## src/rtl/bcd_scan_counter.sv

```systemverilog
// rtl/bcd_scan_counter.sv - N-and-a-half digit BCD count chain with output latch and digit-strobe scan
// Optional leading-zero blank output enabled by BCD_SCAN_BLANK_EN.
module bcd_scan_counter #(
  parameter int DIGITS   = 3,
  parameter int SCAN_DIV = 4
) (
  input  logic                  clk,
  input  logic                  rst_n,
  input  logic                  cnt_en,
  input  logic                  clr,
  input  logic                  latch,
  output logic [4*DIGITS-1:0]   count_l,
  output logic                  half_l,
  output logic                  ovr,
  output logic [DIGITS:0]       ds,
  output logic [3:0]            bcd_q
`ifdef BCD_SCAN_BLANK_EN
  ,
  output logic                  blank
`endif
);

  localparam int DW = (SCAN_DIV > 1) ? $clog2(SCAN_DIV) : 1;
  localparam logic [DW-1:0] DIV_MAX = DW'(SCAN_DIV - 1);

  logic [4*DIGITS-1:0] chain;
  logic [4*DIGITS-1:0] chain_inc;
  logic                half;
  logic                half_inc;
  logic                full;

  logic [DW-1:0]       div;
  logic                wrap;
  logic [DIGITS:0]     ds_nxt;
  logic [3:0]          bcd_nxt;

  // Carry ripples through every decade in one cycle; full scale is 1 followed by all nines.
  always_comb begin
    logic       c;
    logic [3:0] nib;
    chain_inc = chain;
    full      = half;
    c         = 1'b1;
    for (int i = 0; i < DIGITS; i++) begin
      nib  = chain[4*i +: 4];
      full = full & (nib == 4'd9);
      if (c) begin
        if (nib == 4'd9) begin
          chain_inc[4*i +: 4] = 4'd0;
        end else begin
          chain_inc[4*i +: 4] = nib + 4'd1;
          c = 1'b0;
        end
      end
    end
    half_inc = half | c;
  end

  always_ff @(posedge clk or negedge rst_n) begin
    if (!rst_n) begin
      chain <= '0;
      half  <= 1'b0;
      ovr   <= 1'b0;
    end else if (clr) begin
      chain <= '0;
      half  <= 1'b0;
      ovr   <= 1'b0;
    end else if (cnt_en) begin
      if (full) begin
        ovr <= 1'b1;
      end else begin
        chain <= chain_inc;
        half  <= half_inc;
      end
    end
  end

  always_ff @(posedge clk or negedge rst_n) begin
    if (!rst_n) begin
      count_l <= '0;
      half_l  <= 1'b0;
    end else if (latch) begin
      count_l <= chain;
      half_l  <= half;
    end
  end

  assign wrap   = (div == DIV_MAX);
  assign ds_nxt = wrap ? {ds[0], ds[DIGITS:1]} : ds;

  always_comb begin
    bcd_nxt = 4'd0;
    if (ds_nxt[DIGITS]) begin
      bcd_nxt = {ovr, 2'b00, half_l};
    end
    for (int i = 0; i < DIGITS; i++) begin
      if (ds_nxt[i]) begin
        bcd_nxt = count_l[4*i +: 4];
      end
    end
  end

  // bcd_q is refreshed every cycle so a mid-slot latch shows up without restarting the slot.
  always_ff @(posedge clk or negedge rst_n) begin
    if (!rst_n) begin
      div   <= '0;
      ds    <= {1'b1, {DIGITS{1'b0}}};
      bcd_q <= 4'd0;
    end else begin
      div   <= wrap ? '0 : div + 1'b1;
      ds    <= ds_nxt;
      bcd_q <= bcd_nxt;
    end
  end

`ifdef BCD_SCAN_BLANK_EN
  logic blank_nxt;

  always_comb begin
    logic z;
    z         = ~half_l;
    blank_nxt = ds_nxt[DIGITS] & z;
    for (int i = DIGITS - 1; i >= 1; i--) begin
      z = z & (count_l[4*i +: 4] == 4'd0);
      if (ds_nxt[i]) begin
        blank_nxt = z;
      end
    end
  end

  always_ff @(posedge clk or negedge rst_n) begin
    if (!rst_n) begin
      blank <= 1'b1;
    end else begin
      blank <= blank_nxt;
    end
  end
`endif

endmodule

```

## config.mk

```make
export PLATFORM = sky130hd
export DESIGN_NAME = bcd_scan_counter
export DESIGN_NICKNAME = d
export VERILOG_FILES = /design/src/rtl/bcd_scan_counter.sv
export SDC_FILE = /design/constraint.sdc
export NUM_CORES = 1
export LEC_CHECK = 0
export BUFFER_PORTS_ARGS = -buffer_cell sky130_fd_sc_hd__buf_4
export CORE_MARGIN = 2
export CORE_UTILIZATION = 55
export CTS_BUF_LIST = sky130_fd_sc_hd__clkbuf_4
export DETAILED_ROUTE_END_ITERATION = 6
export HOLD_SLACK_MARGIN = 0.03
export PLACE_DENSITY_LB_ADDON = 0.05
export SETUP_SLACK_MARGIN = 0.5
export SLEW_MARGIN = 20
export SYNTH_ARGS = -nofsm -noshare
export SYNTH_HDL_FRONTEND = slang
export SYNTH_SLANG_ARGS = --single-unit
export TNS_END_PERCENT = 1
```

## constraint.sdc

```tcl
create_clock -name clk -period 3.16 [get_ports clk]
set_clock_uncertainty 0.1 [all_clocks]
set_input_delay 0.158 -clock clk [delete_from_list [all_inputs] [get_ports clk]]
set_output_delay 0.158 -clock clk [all_outputs]
set_load 0.005 [all_outputs]
```

==> results of run 1 <==
[path summary, 6_finish.rpt]
path / cells past startpoint / from / end / slack [ps]
worst max register to register: 6 / chain[8] / chain[1] / 830
worst min register to register: 1 / div[0] / div[0] / 340
min in group asynchronous: 2 / rst_n / div[1] / 200
max in group asynchronous: 2 / rst_n / ds[3] / 2420
worst min-delay path: 2 / latch / count_l[11] / 90
worst max-delay path: 6 / chain[8] / chain[1] / 830
[cells by family after synthesis]
kind of cell	share of synthesized area (%)
AND/OR/NAND/NOR	16.7
flip-flops	52.5
AO/OA/AOI/OAI	10.3
multiplexers	11.9
buffers and inverters	3.05
adder cells (fa/ha/maj)	4.96
XOR/XNOR	0.496
[state kept, by name, summed over array words and instances, names as in the netlist]
register  flops
ovr           1
ds            4
half          1
chain        12
bcd_q         4
count_l      12
half_l        1
div           2
[where the power goes]
part           switching (mW)  internal, mW
Clock                   0.156         0.245
Combinational          0.0260        0.0245
Sequential             0.0104         0.482
Total                   0.192         0.751
[layout by cell type (no fill, tap or decap), types with 3 or more instances in the layout]
cell / count
sky130_fd_sc_hd__a21oi_1: 15
sky130_fd_sc_hd__mux2_2: 16
sky130_fd_sc_hd__o21ai_0: 7
sky130_fd_sc_hd__buf_4: 26
sky130_fd_sc_hd__nor3_1: 3
sky130_fd_sc_hd__nand3b_1: 5
sky130_fd_sc_hd__dfrtp_1: 36
sky130_fd_sc_hd__and4b_1: 3
sky130_fd_sc_hd__mux2i_1: 3
sky130_fd_sc_hd__or3_1: 5
sky130_fd_sc_hd__dlygate4sd3_1: 4
sky130_fd_sc_hd__a31oi_1: 4
sky130_fd_sc_hd__ha_1: 7
sky130_fd_sc_hd__inv_1: 6
sky130_fd_sc_hd__nor2_1: 15
sky130_fd_sc_hd__nand2_1: 12
sky130_fd_sc_hd__nand3_1: 5
sky130_fd_sc_hd__clkbuf_4: 5
[worst max-delay path: cells and delay by family (launching register included)]
kind	cells	cell delay, ps
compound gates	2	610
buf+inv	1	560
flops	1	470
simple gates	2	330
fa+ha+maj	1	220
[final cells by class]
cell class	count	share of cell area, %
flip-flops and latches	37	43.6
multi-input cells	113	36.9
repair buffers	30	11.1
clock inverters	3	3.06
well taps	44	2.59
clock buffers	5	1.76
inverters	6	1.06
[cells in the mapped netlist (all sizes together) (2+ instances only)]
cell type and count:
a21oi 15, nand3 5, a31oi 4, nor3 3
nand3b 5, clkbuf 2, dfrtp 36, inv 6
a22oi 2, mux2i 3, and3b 2, nand4b 2
ha 7, or3 5, buf 3, o21ai 7
nor2 15, mux2 16, and4b 3, nand2 13
[metrics by stage]
step / area, um2 / cells / hold WS [ps]
2_1_floorplan: 1770 / 161 / -238
3_3_place_gp: 1980 / 226 / 36.9
3_5_place_dp: 1980 / 226 / 44.5
4_1_cts: 2130 / 238 / 85.6
5_1_grt: 2130 / 238 / 92.5
6_report: 2130 / 238 / 92.0
[per-layer routing]
metal	wire length (um)	global-route usage (%)	vias to the layer above	share of wire, %
met5	0	0	-	0
met4	55	9.01	0	1.6
met3	182	6.61	6	5.3
met2	1610	34.1	38	47
met1	1580	28.5	666	46
li1	-	-	644	-
==> qor.yml, run 1 <==
grt_setup_unrepaired: "false"
drc: 0
routabilityCongestion: 0.887
areaGrowthSynthToFinish_pct: 20.5
cts.clk_slew.worst_paths_ps: 110
finish.net_count: 205
postLayoutCoreUtil_pct: 69.7
setup-violations-final: 0
h_tree_levels: 2
ctsHoldBuffers: 4
worstPathRequired_ps: 3340
critical-path-slowest-cell: "sky130_fd_sc_hd__dlygate4sd3_1"
post-cts-setup-buffer-count: 0
top_level_ports: 27
tritoncts_clock_tree: "yes"
route.antenna.remaining_nets: 0
grt_max_degree: 38
synth_seq_cells: 37
root_buffer: "sky130_fd_sc_hd__clkbuf_4"
first_pass_grt_wire_length_um: 5750
setup-tns-final_ps: 0
finalCriticalPeriod_ps: 2330
drv_slew: 0
pwr_density_cell_nw_per_um2: 443
route.detailed.wl_per_inst_um: 14.4
synthesized_net_count: 173
diodes: 0
hold_path_class: "primary input to register"
nFillCells: 251
ys_async_sr_fraction_pct: 100
placeableCoreArea_um2: 3050
ir_drop_v: 0.000346
path_cells: "ha_1 -> nand4b_1 -> o31ai_1 -> nand2_1 -> a21oi_1 -> dlygate4sd3_1"
criticalPathCategory: "register to register"
maxSlewHeadroom_pct: 54.0
cp_slowest_stage_delay_ps: 560
worst_skew_pair.late_latency_ps: 340
portBuffers: 26
post_route_cells_drive_above_1_share_pct: 27.3
cts_inserted_buffers: 5
grt_usage_pct: 21.8
clock_tree.buffer_depth: 2
synth_top_area_share_pct: 51.0
synth-seq-area-share_pct: 52.5
via_count: 1354
final.period_utilization_pct: 73.8
floorplan.initialDensity_pct: 57.8
first_pass_iteration_count_of_the_detailed_router: 4
dp.final_hpwl_um: 2470
first_global_vias: 1280
synthesized_netlist_cell_count: 161
placement.setup.worst_slack_ps: 1330
dieHeight_um: 60.7
synth_warnings: 0
residual_overflow_from_global_routing: 0
total_power_mw: 0.943
achievable-frequency_ghz: 0.429
drt_wl_total_um: 3430
rows: 20
finalWorstSetupSlack_ps: 826
multi_input_comb_area_um2: 785
initial_antenna_violation_count: 0
critical_path_peak_fanout: 6
avgSynthCellArea_um2: 11.0
detail_route.iter0.violations: 113
sort_of_element_at_the_end_of_the_critical_path: "register"
clock-sinks: 37
timing.final.hold_violations: 0
leakage_nw: 1.05
maxCapViolations: 0
die_width_um: 60.7
vias_per_cell: 5.69
sequential_cell_area_um2: 927
worst_ep_arrival_time_ps: 2520
postSynth.topFlopCell: "sky130_fd_sc_hd__dfrtp_1"
timing_worst_slew_pin_value_ps: 671
netlist_top_cells_area: "sky130_fd_sc_hd__dfrtp_1, sky130_fd_sc_hd__mux2_2, sky130_fd_sc_hd__ha_1"
synth.lib_cells_used.distinct: 31
run_status: "finished clean"
synth_edf_count: 0
die-area_um2: 3680
worstSetupStartpointType: "register"
ctsResizeCount: 0
syn_area_um2: 1770
synthDominantAreaCellType: "sky130_fd_sc_hd__dfrtp_1"
Note: power is estimated with default switching activity, not from simulation.
==> run 2, diff against run 1 <==
--- a/config.mk
+++ b/config.mk
@@ -5,9 +5,10 @@
 export SDC_FILE = /design/constraint.sdc
 export NUM_CORES = 1
 export LEC_CHECK = 0
+export ABC_AREA = 1
 export BUFFER_PORTS_ARGS = -buffer_cell sky130_fd_sc_hd__buf_4
 export CORE_MARGIN = 2
-export CORE_UTILIZATION = 55
+export CORE_UTILIZATION = 53
 export CTS_BUF_LIST = sky130_fd_sc_hd__clkbuf_4
 export DETAILED_ROUTE_END_ITERATION = 6
 export HOLD_SLACK_MARGIN = 0.03
==> constraint.sdc (replaced) <==
create_clock -name clk -period 1.9 [get_ports clk]
set_clock_uncertainty 0.1 [all_clocks]
set_input_delay 0.095 -clock clk [delete_from_list [all_inputs] [get_ports clk]]
set_output_delay 0.095 -clock clk [all_outputs]
set_load 0.005 [all_outputs]
==> run 2 against run 1 <==
Compared with the run above:
- register-to-register slack worse by 440 ps
- first-iteration DRC count decreased by 25%
- hold slack better by 54 ps
- core utilization up 1.9 points
- cell count up 25%
- critical path depth up 3
- clock-buffer cell count is 1 higher
- flip-flop and latch count unchanged
- non-clock buffer count rose by 15
- sequential share of layout area down 4.3 points
==> qor.yml, run 2 <==
path_cells: "inv_2 -> ha_4 -> nand2_4 -> nor2_4 -> nand4_4 -> buf_6 -> nand3_4 -> nand2_2 -> nand2_2"  # was ha_1 -> nand4b_1 -> o31ai_1 -> nand2_1 -> a21oi_1 -> dlygate4sd3_1
drc: 0  # unchanged
synth_warnings: 0  # unchanged
top_regs: "chain: 12 flops, count_l: 12 flops"  # unchanged
synth_seq_cells: 37  # unchanged
critical-path-slowest-cell: "sky130_fd_sc_hd__dfrtp_1"  # was sky130_fd_sc_hd__dlygate4sd3_1
areaGrowthSynthToFinish_pct: 31.0  # was 20.5%
portBuffers: 26  # unchanged
placeableCoreArea_um2: 3310  # was 3050 um2
die-area_um2: 3900  # was 3680 um2
dieHeight_um: 62.4  # was 60.7 um
avgSynthCellArea_um2: 8.91  # was 11.0 um2
top_level_ports: 27  # unchanged
h_tree_levels: 2  # unchanged
post_route_cells_drive_above_1_share_pct: 34.3  # was 27.3%
synthesized_net_count: 215  # was 173
setup-tns-final_ps: 0  # unchanged
pwr_density_cell_nw_per_um2: 690  # was 443 nW/um2
synth_edf_count: 0  # unchanged
ff2ff_setup_slack_ps: 390  # was 830 ps
syn_area_um2: 1810  # was 1770 um2
worstSetupStartpointType: "register"  # unchanged
initial_antenna_violation_count: 0  # unchanged
setup-violations-final: 0  # unchanged
synth.lib_cells_used.distinct: 26  # was 31
sort_of_element_at_the_end_of_the_critical_path: "register"  # unchanged
clock-sinks: 37  # unchanged
synth.most_common_cell: "sky130_fd_sc_hd__nand2_1"  # was sky130_fd_sc_hd__dfrtp_1
synthDominantAreaCellType: "sky130_fd_sc_hd__dfrtp_1"  # unchanged
startpoint: "chain[5]"  # was chain[8]
criticalPathCategory: "register to register"  # unchanged
synthTopCellsByCount: "sky130_fd_sc_hd__nand2_1, sky130_fd_sc_hd__dfrtp_1, sky130_fd_sc_hd__inv_1"  # was sky130_fd_sc_hd__dfrtp_1, sky130_fd_sc_hd__mux2_2, sky130_fd_sc_hd__a21oi_1, sky130_fd_sc_hd__nor2_1, sky130_fd_sc_hd__nand2_1
via_count: 1540  # was 1354
postLayoutCoreUtil_pct: 71.6  # was 69.7%
hold_path_class: "primary input to async pin"  # was primary input to register
run_status: "finished clean"  # unchanged
worst_r2r_startpoint: "chain[5]"  # was chain[8]
route.antenna.remaining_nets: 0  # unchanged
residual_overflow_from_global_routing: 0  # unchanged
synth-seq-area-share_pct: 51.2  # was 52.5%
ir_drop_v: 0.000487  # was 0.000346 V
clock_tree.buffer_depth: 2  # unchanged
root_buffer: "sky130_fd_sc_hd__clkbuf_4"  # unchanged
first_pass_grt_wire_length_um: 6290  # was 5750 um
postSynth.topFlopCell: "sky130_fd_sc_hd__dfrtp_1"  # unchanged
die_width_um: 62.4  # was 60.7 um
finalCriticalPeriod_ps: 1510  # was 2330 ps
vias_per_cell: 5.19  # was 5.69
timing.final.hold_violations: 0  # unchanged
finish.net_count: 262  # was 205
leakage_nw: 1.16  # was 1.05 nW
detail_route.iter0.violations: 85  # was 113
worstPathRequired_ps: 2090  # was 3340 ps
drv_slew: 0  # unchanged
grt_max_degree: 38  # unchanged
achievable-frequency_ghz: 0.662  # was 0.429 GHz
grt_setup_unrepaired: "true"  # was false
first_pass_iteration_count_of_the_detailed_router: 4  # unchanged
critical_path_peak_fanout: 5  # was 6
dp.final_hpwl_um: 2680  # was 2470 um
tritoncts_clock_tree: "yes"  # unchanged
grt_usage_pct: 20.6  # was 21.8%
critPathMostFrequentCell: "sky130_fd_sc_hd__nand2_2"
final.period_utilization_pct: 79.5  # was 73.8%
mostFrequentLayoutCells: "sky130_fd_sc_hd__buf_4, sky130_fd_sc_hd__nand2_1, sky130_fd_sc_hd__dfrtp_1"  # was sky130_fd_sc_hd__dfrtp_1, sky130_fd_sc_hd__buf_4, sky130_fd_sc_hd__mux2_2
floorplan.initialDensity_pct: 54.6  # was 57.8%
rows: 21  # was 20
drt_wl_total_um: 4020  # was 3430 um
cp_slowest_stage_delay_ps: 400  # was 560 ps
cts_inserted_buffers: 5  # unchanged
diodes: 0  # unchanged
cts.clk_slew.worst_paths_ps: 100  # was 110 ps
maxCapViolations: 0  # unchanged
maxSlewHeadroom_pct: 69.6  # was 54.0%
worst_skew_pair.late_latency_ps: 340  # about the same
route.detailed.wl_per_inst_um: 13.5  # was 14.4 um
synthesized_netlist_cell_count: 203  # was 161
netlist_top_cells_area: "sky130_fd_sc_hd__dfrtp_1, sky130_fd_sc_hd__nand2_1, sky130_fd_sc_hd__ha_1"  # was sky130_fd_sc_hd__dfrtp_1, sky130_fd_sc_hd__mux2_2, sky130_fd_sc_hd__ha_1
critPathBufInv: 2  # was 1
synth_top_area_share_pct: 49.8  # was 51.0%
ys_async_sr_fraction_pct: 100  # unchanged
first_global_vias: 1376  # was 1280
routabilityCongestion: 0.825  # was 0.887
layout_commonest_cell: "sky130_fd_sc_hd__buf_4"  # was sky130_fd_sc_hd__dfrtp_1
worst_ep_arrival_time_ps: 1700  # was 2520 ps
timing_worst_slew_pin_value_ps: 456  # was 671 ps
worst_path_dominant_cell_family: "simple AND/OR/NAND/NOR gates"  # was compound AO/OA/AOI/OAI gates
[run 2: layer usage]
metal	GRT usage [%]	part of all wire (%)
met4	9.17	3.0
met3	5.77	4.7
met2	30.4	48
met5	0	0
met1	28.6	44
[run 2: where the power goes]
part / switching, mW / leakage [nW] / internal, mW
clock network: 0.252 / 0.0354 / 0.155
registers: 0.0553 / 0.486 / 0.845
logic: 0.163 / 0.642 / 0.164
[run 2: final timing paths]
path,depth (start not counted),end
max in group asynchronous,2,chain[4]
min,2,div[1]
min in group clk,1,div[0]
min reg2reg,1,div[0]
max reg2reg,9,chain[7]
max,9,chain[7]
[run 2: cell type report]
cell class | count | area (um2)
fill | 259 | 941
sequential | 37 | 931
multi-input combinational | 137 | 887
timing repair buffer | 45 | 349
inverter | 24 | 90.1
tap | 46 | 57.6
clock buffer | 6 | 45.0
clock inverter | 2 | 10.0
[run 2: metrics by stage]
stage          hold WS [ps]  instance area [um2]  worst slack, ps  power, mW  cells
2_1_floorplan          -301                 1820              470       1.04    203
3_3_place_gp          -24.5                 2050              330       1.14    271
3_5_place_dp          -19.7                 2050              267       1.15    271
4_1_cts                 152                 2260              408       1.60    292
5_1_grt                 185                 2370              298       1.72    297
6_report                146                 2370              390       1.64    297
[run 2: logic make-up (layout without fill, tap and decap cells)]
group / count (synthesis) / after routing / synth area share, %
flops: 37 / 37 / 51.2
fa+ha+maj: 7 / 7 / 4.84
buf+inv: 29 / 77 / 6.57
mux: 2 / 2 / 1.24
compound gates: 30 / 30 / 8.78
simple gates: 95 / 95 / 25.9
xor+xnor: 3 / 3 / 1.45
[run 2: worst reg2reg max path, stage by stage, from the launching register on]
cell	delay, ps
sky130_fd_sc_hd__dfrtp_1	400
sky130_fd_sc_hd__inv_2	80
sky130_fd_sc_hd__ha_4	130
sky130_fd_sc_hd__nand2_4	70
sky130_fd_sc_hd__nor2_4	140
sky130_fd_sc_hd__nand4_4	150
sky130_fd_sc_hd__buf_6	170
sky130_fd_sc_hd__nand3_4	80
sky130_fd_sc_hd__nand2_2	60
sky130_fd_sc_hd__nand2_2	70
[run 2: what timing repair did]
| action | 4_1_cts | 5_1_grt |
|---|---|---|
| endpoints found under the hold margin | 51 | 0 |
| cloned | 1 | 0 |
| setup endpoints to repair | 18 | 18 |
| pin swaps | 6 | 8 |
| hold buffers | 4 | 0 |
| gates resized for setup | 16 | 16 |
| buffers inserted | 8 | 5 |
==> run 3, diff against run 2 <==
==> constraint.sdc (replaced) <==
create_clock -name clk -period 1.3 [get_ports clk]
set_clock_uncertainty 0.1 [all_clocks]
set_input_delay 0.065 -clock clk [delete_from_list [all_inputs] [get_ports clk]]
set_output_delay 0.065 -clock clk [all_outputs]
set_load 0.005 [all_outputs]
==> run 3 against run 2 <==
Compared with the run above:
- the run now ends with setup timing left
- combinational power up 72%
- design area rose by 7.7%
- routed wire length is 4.6% higher
- die area unchanged
- sequential share of layout area fell by 2.9 points
- critical endpoint is now bcd_q[0]
- highest routed layer unchanged
==> qor.yml, run 3 (synthesized netlist as in run 2, its figures left out) <==
run_status: "complete, but fails checks"  # was finished clean
violations_in_the_final_reports: "setup timing"
leakage_nw: 1.23  # was 1.16 nW
route.antenna.remaining_nets: 0  # unchanged
via_count: 1578  # was 1540
r2r_cells: 7  # was 9
areaGrowthSynthToFinish_pct: 41.0  # was 31.0%
cts.clk_slew.worst_paths_ps: 110  # was 100 ps
maxCapViolations: 0  # unchanged
total_power_mw: 2.48  # was 1.64 mW
root_buffer: "sky130_fd_sc_hd__clkbuf_4"  # unchanged
grt_max_degree: 38  # unchanged
hold_path_class: "primary input to register"  # was primary input to async pin
residual_overflow_from_global_routing: 0  # unchanged
rows: 21  # unchanged
floorplan.initialDensity_pct: 54.6  # unchanged
post_route_cells_drive_above_1_share_pct: 39.4  # was 34.3%
grt_setup_unrepaired: "true"  # unchanged
drc: 0  # unchanged
timing.final.hold_violations: 0  # unchanged
diodes: 0  # unchanged
finalWorstSetupSlack_ps: -208  # was 390 ps
h_tree_levels: 2  # unchanged
layout_commonest_cell: "sky130_fd_sc_hd__nand2_1"  # was sky130_fd_sc_hd__buf_4
setup-violations-final: 18  # was 0
cts_inserted_buffers: 5  # unchanged
detail_route.iter0.violations: 70  # was 85
postLayoutCoreUtil_pct: 77.1  # was 71.6%
sort_of_element_at_the_end_of_the_critical_path: "register"  # unchanged
drt_wl_total_um: 4200  # was 4020 um
maxSlewHeadroom_pct: 69.4  # was 69.6%
tritoncts_clock_tree: "yes"  # unchanged
route.detailed.wl_per_inst_um: 13.8  # was 13.5 um
worst_skew_pair.late_latency_ps: 330  # was 340 ps
first_pass_grt_wire_length_um: 7120  # was 6290 um
nFillCells: 226  # was 259
finish.net_count: 270  # was 262
first_global_vias: 1513  # was 1376
top_level_ports: 27  # unchanged
worstPathRequired_ps: 1410  # was 2090 ps
setup-tns-final_ps: -2430  # was 0 ps
top_regs: "chain: 12 flops, count_l: 12 flops"  # unchanged
worst_ep_arrival_time_ps: 1620  # was 1700 ps
routabilityCongestion: 0.866  # was 0.825
timing_worst_slew_pin_value_ps: 459  # was 456 ps
cp-endpoint: "bcd_q[0]"  # was chain[7]
final.period_utilization_pct: 116  # was 79.5%
achievable-frequency_ghz: 0.663  # was 0.662 GHz
drv_slew: 0  # unchanged
ir_drop_v: 0.000746  # was 0.000487 V
die_width_um: 62.4  # unchanged
ff2ff_setup_slack_ps: -210  # was 390 ps
finalCriticalPeriod_ps: 1510  # about the same
first_pass_iteration_count_of_the_detailed_router: 4  # unchanged
holdCritStartpoint: "latch"
grt_usage_pct: 23.1  # was 20.6%
initial_antenna_violation_count: 0  # unchanged
placeableCoreArea_um2: 3310  # unchanged
pwr_density_cell_nw_per_um2: 970  # was 690 nW/um2
mostFrequentLayoutCells: "sky130_fd_sc_hd__nand2_1, sky130_fd_sc_hd__dfrtp_1, sky130_fd_sc_hd__buf_6"  # was sky130_fd_sc_hd__buf_4, sky130_fd_sc_hd__nand2_1, sky130_fd_sc_hd__dfrtp_1
clock_tree.buffer_depth: 2  # unchanged
portBuffers: 26  # unchanged
timing.rr.end: "bcd_q[0]"  # was chain[7]
vias_per_cell: 5.17  # was 5.19
dieHeight_um: 62.4  # unchanged
die-area_um2: 3900  # unchanged
worst_r2r_startpoint: "div[0]"  # was chain[5]
critical_path_peak_fanout: 9  # was 5
dp.final_hpwl_um: 2870  # was 2680 um
worstSetupStartpointType: "register"  # unchanged
startpoint: "div[0]"  # was chain[5]
criticalPathCategory: "register to register"  # unchanged
clock-sinks: 37  # unchanged
## run 3: what timing repair did
item / CTS / global route
setup buffers: 3 / 1
gates resized for setup: 55 / 14
setup endpoints to repair: 57 / 59
pin swaps: 13 / 9
hold buffers: 1 / 2
endpoints found under the hold margin: 52 / 10
## run 3: critical path, stage by stage, from the launching register on
cell and delay [ps]:
sky130_fd_sc_hd__dfrtp_1 430, sky130_fd_sc_hd__ha_4 220, sky130_fd_sc_hd__o21ai_2 210, sky130_fd_sc_hd__inv_2 80
sky130_fd_sc_hd__nand2_1 70, sky130_fd_sc_hd__nand3_1 110, sky130_fd_sc_hd__nand2_1 80, sky130_fd_sc_hd__o21ai_0 80
## run 3: metrics by stage
step / hold WS (ps) / std cells / cell area, um2 / setup WS, ps
floorplan: -331 / 203 / 1820 / -130
global placement: -53.6 / 290 / 2190 / -207
detailed placement: -45.1 / 290 / 2190 / -300
CTS: -187 / 302 / 2470 / -182
global route: -4.20 / 305 / 2550 / -274
finish: 14.0 / 305 / 2550 / -208
## run 3: final cells by class
| cell class | count | area [um2] | share of cell area (%) |
|---|---|---|---|
| clock buffer | 6 | 45.0 | 1.77 |
| timing repair buffer | 53 | 514 | 20.2 |
| sequential | 37 | 927 | 36.3 |
| multi-input combinational | 137 | 905 | 35.5 |
| tap | 46 | 57.6 | 2.26 |
| clock inverter | 2 | 10.0 | 0.392 |
| inverter | 24 | 92.6 | 3.63 |
## run 3: routing by layer
metal | vias to the layer above | track usage [%] | part of all wire [%]
met5 | - | 0 | 0
met4 | 0 | 6.39 | 1.7
met3 | 9 | 4.68 | 3.6
met2 | 50 | 39.8 | 51
met1 | 733 | 29.7 | 43
li1 | 786 | - | -
## run 3: how the worst min path moves through the flow
stage          depth (start not counted)          end
2_1_floorplan                          0     bcd_q[0]
3_3_place_gp                           1       div[1]
3_5_place_dp                           1       div[1]
4_1_cts                                2          ovr
5_1_grt                                3  count_l[10]
6_report                               3  count_l[10]
## run 3: power by group
group,internal [mW],switching (mW)
Sequential,1.23,0.0785
Clock,0.227,0.374
Combinational,0.297,0.266
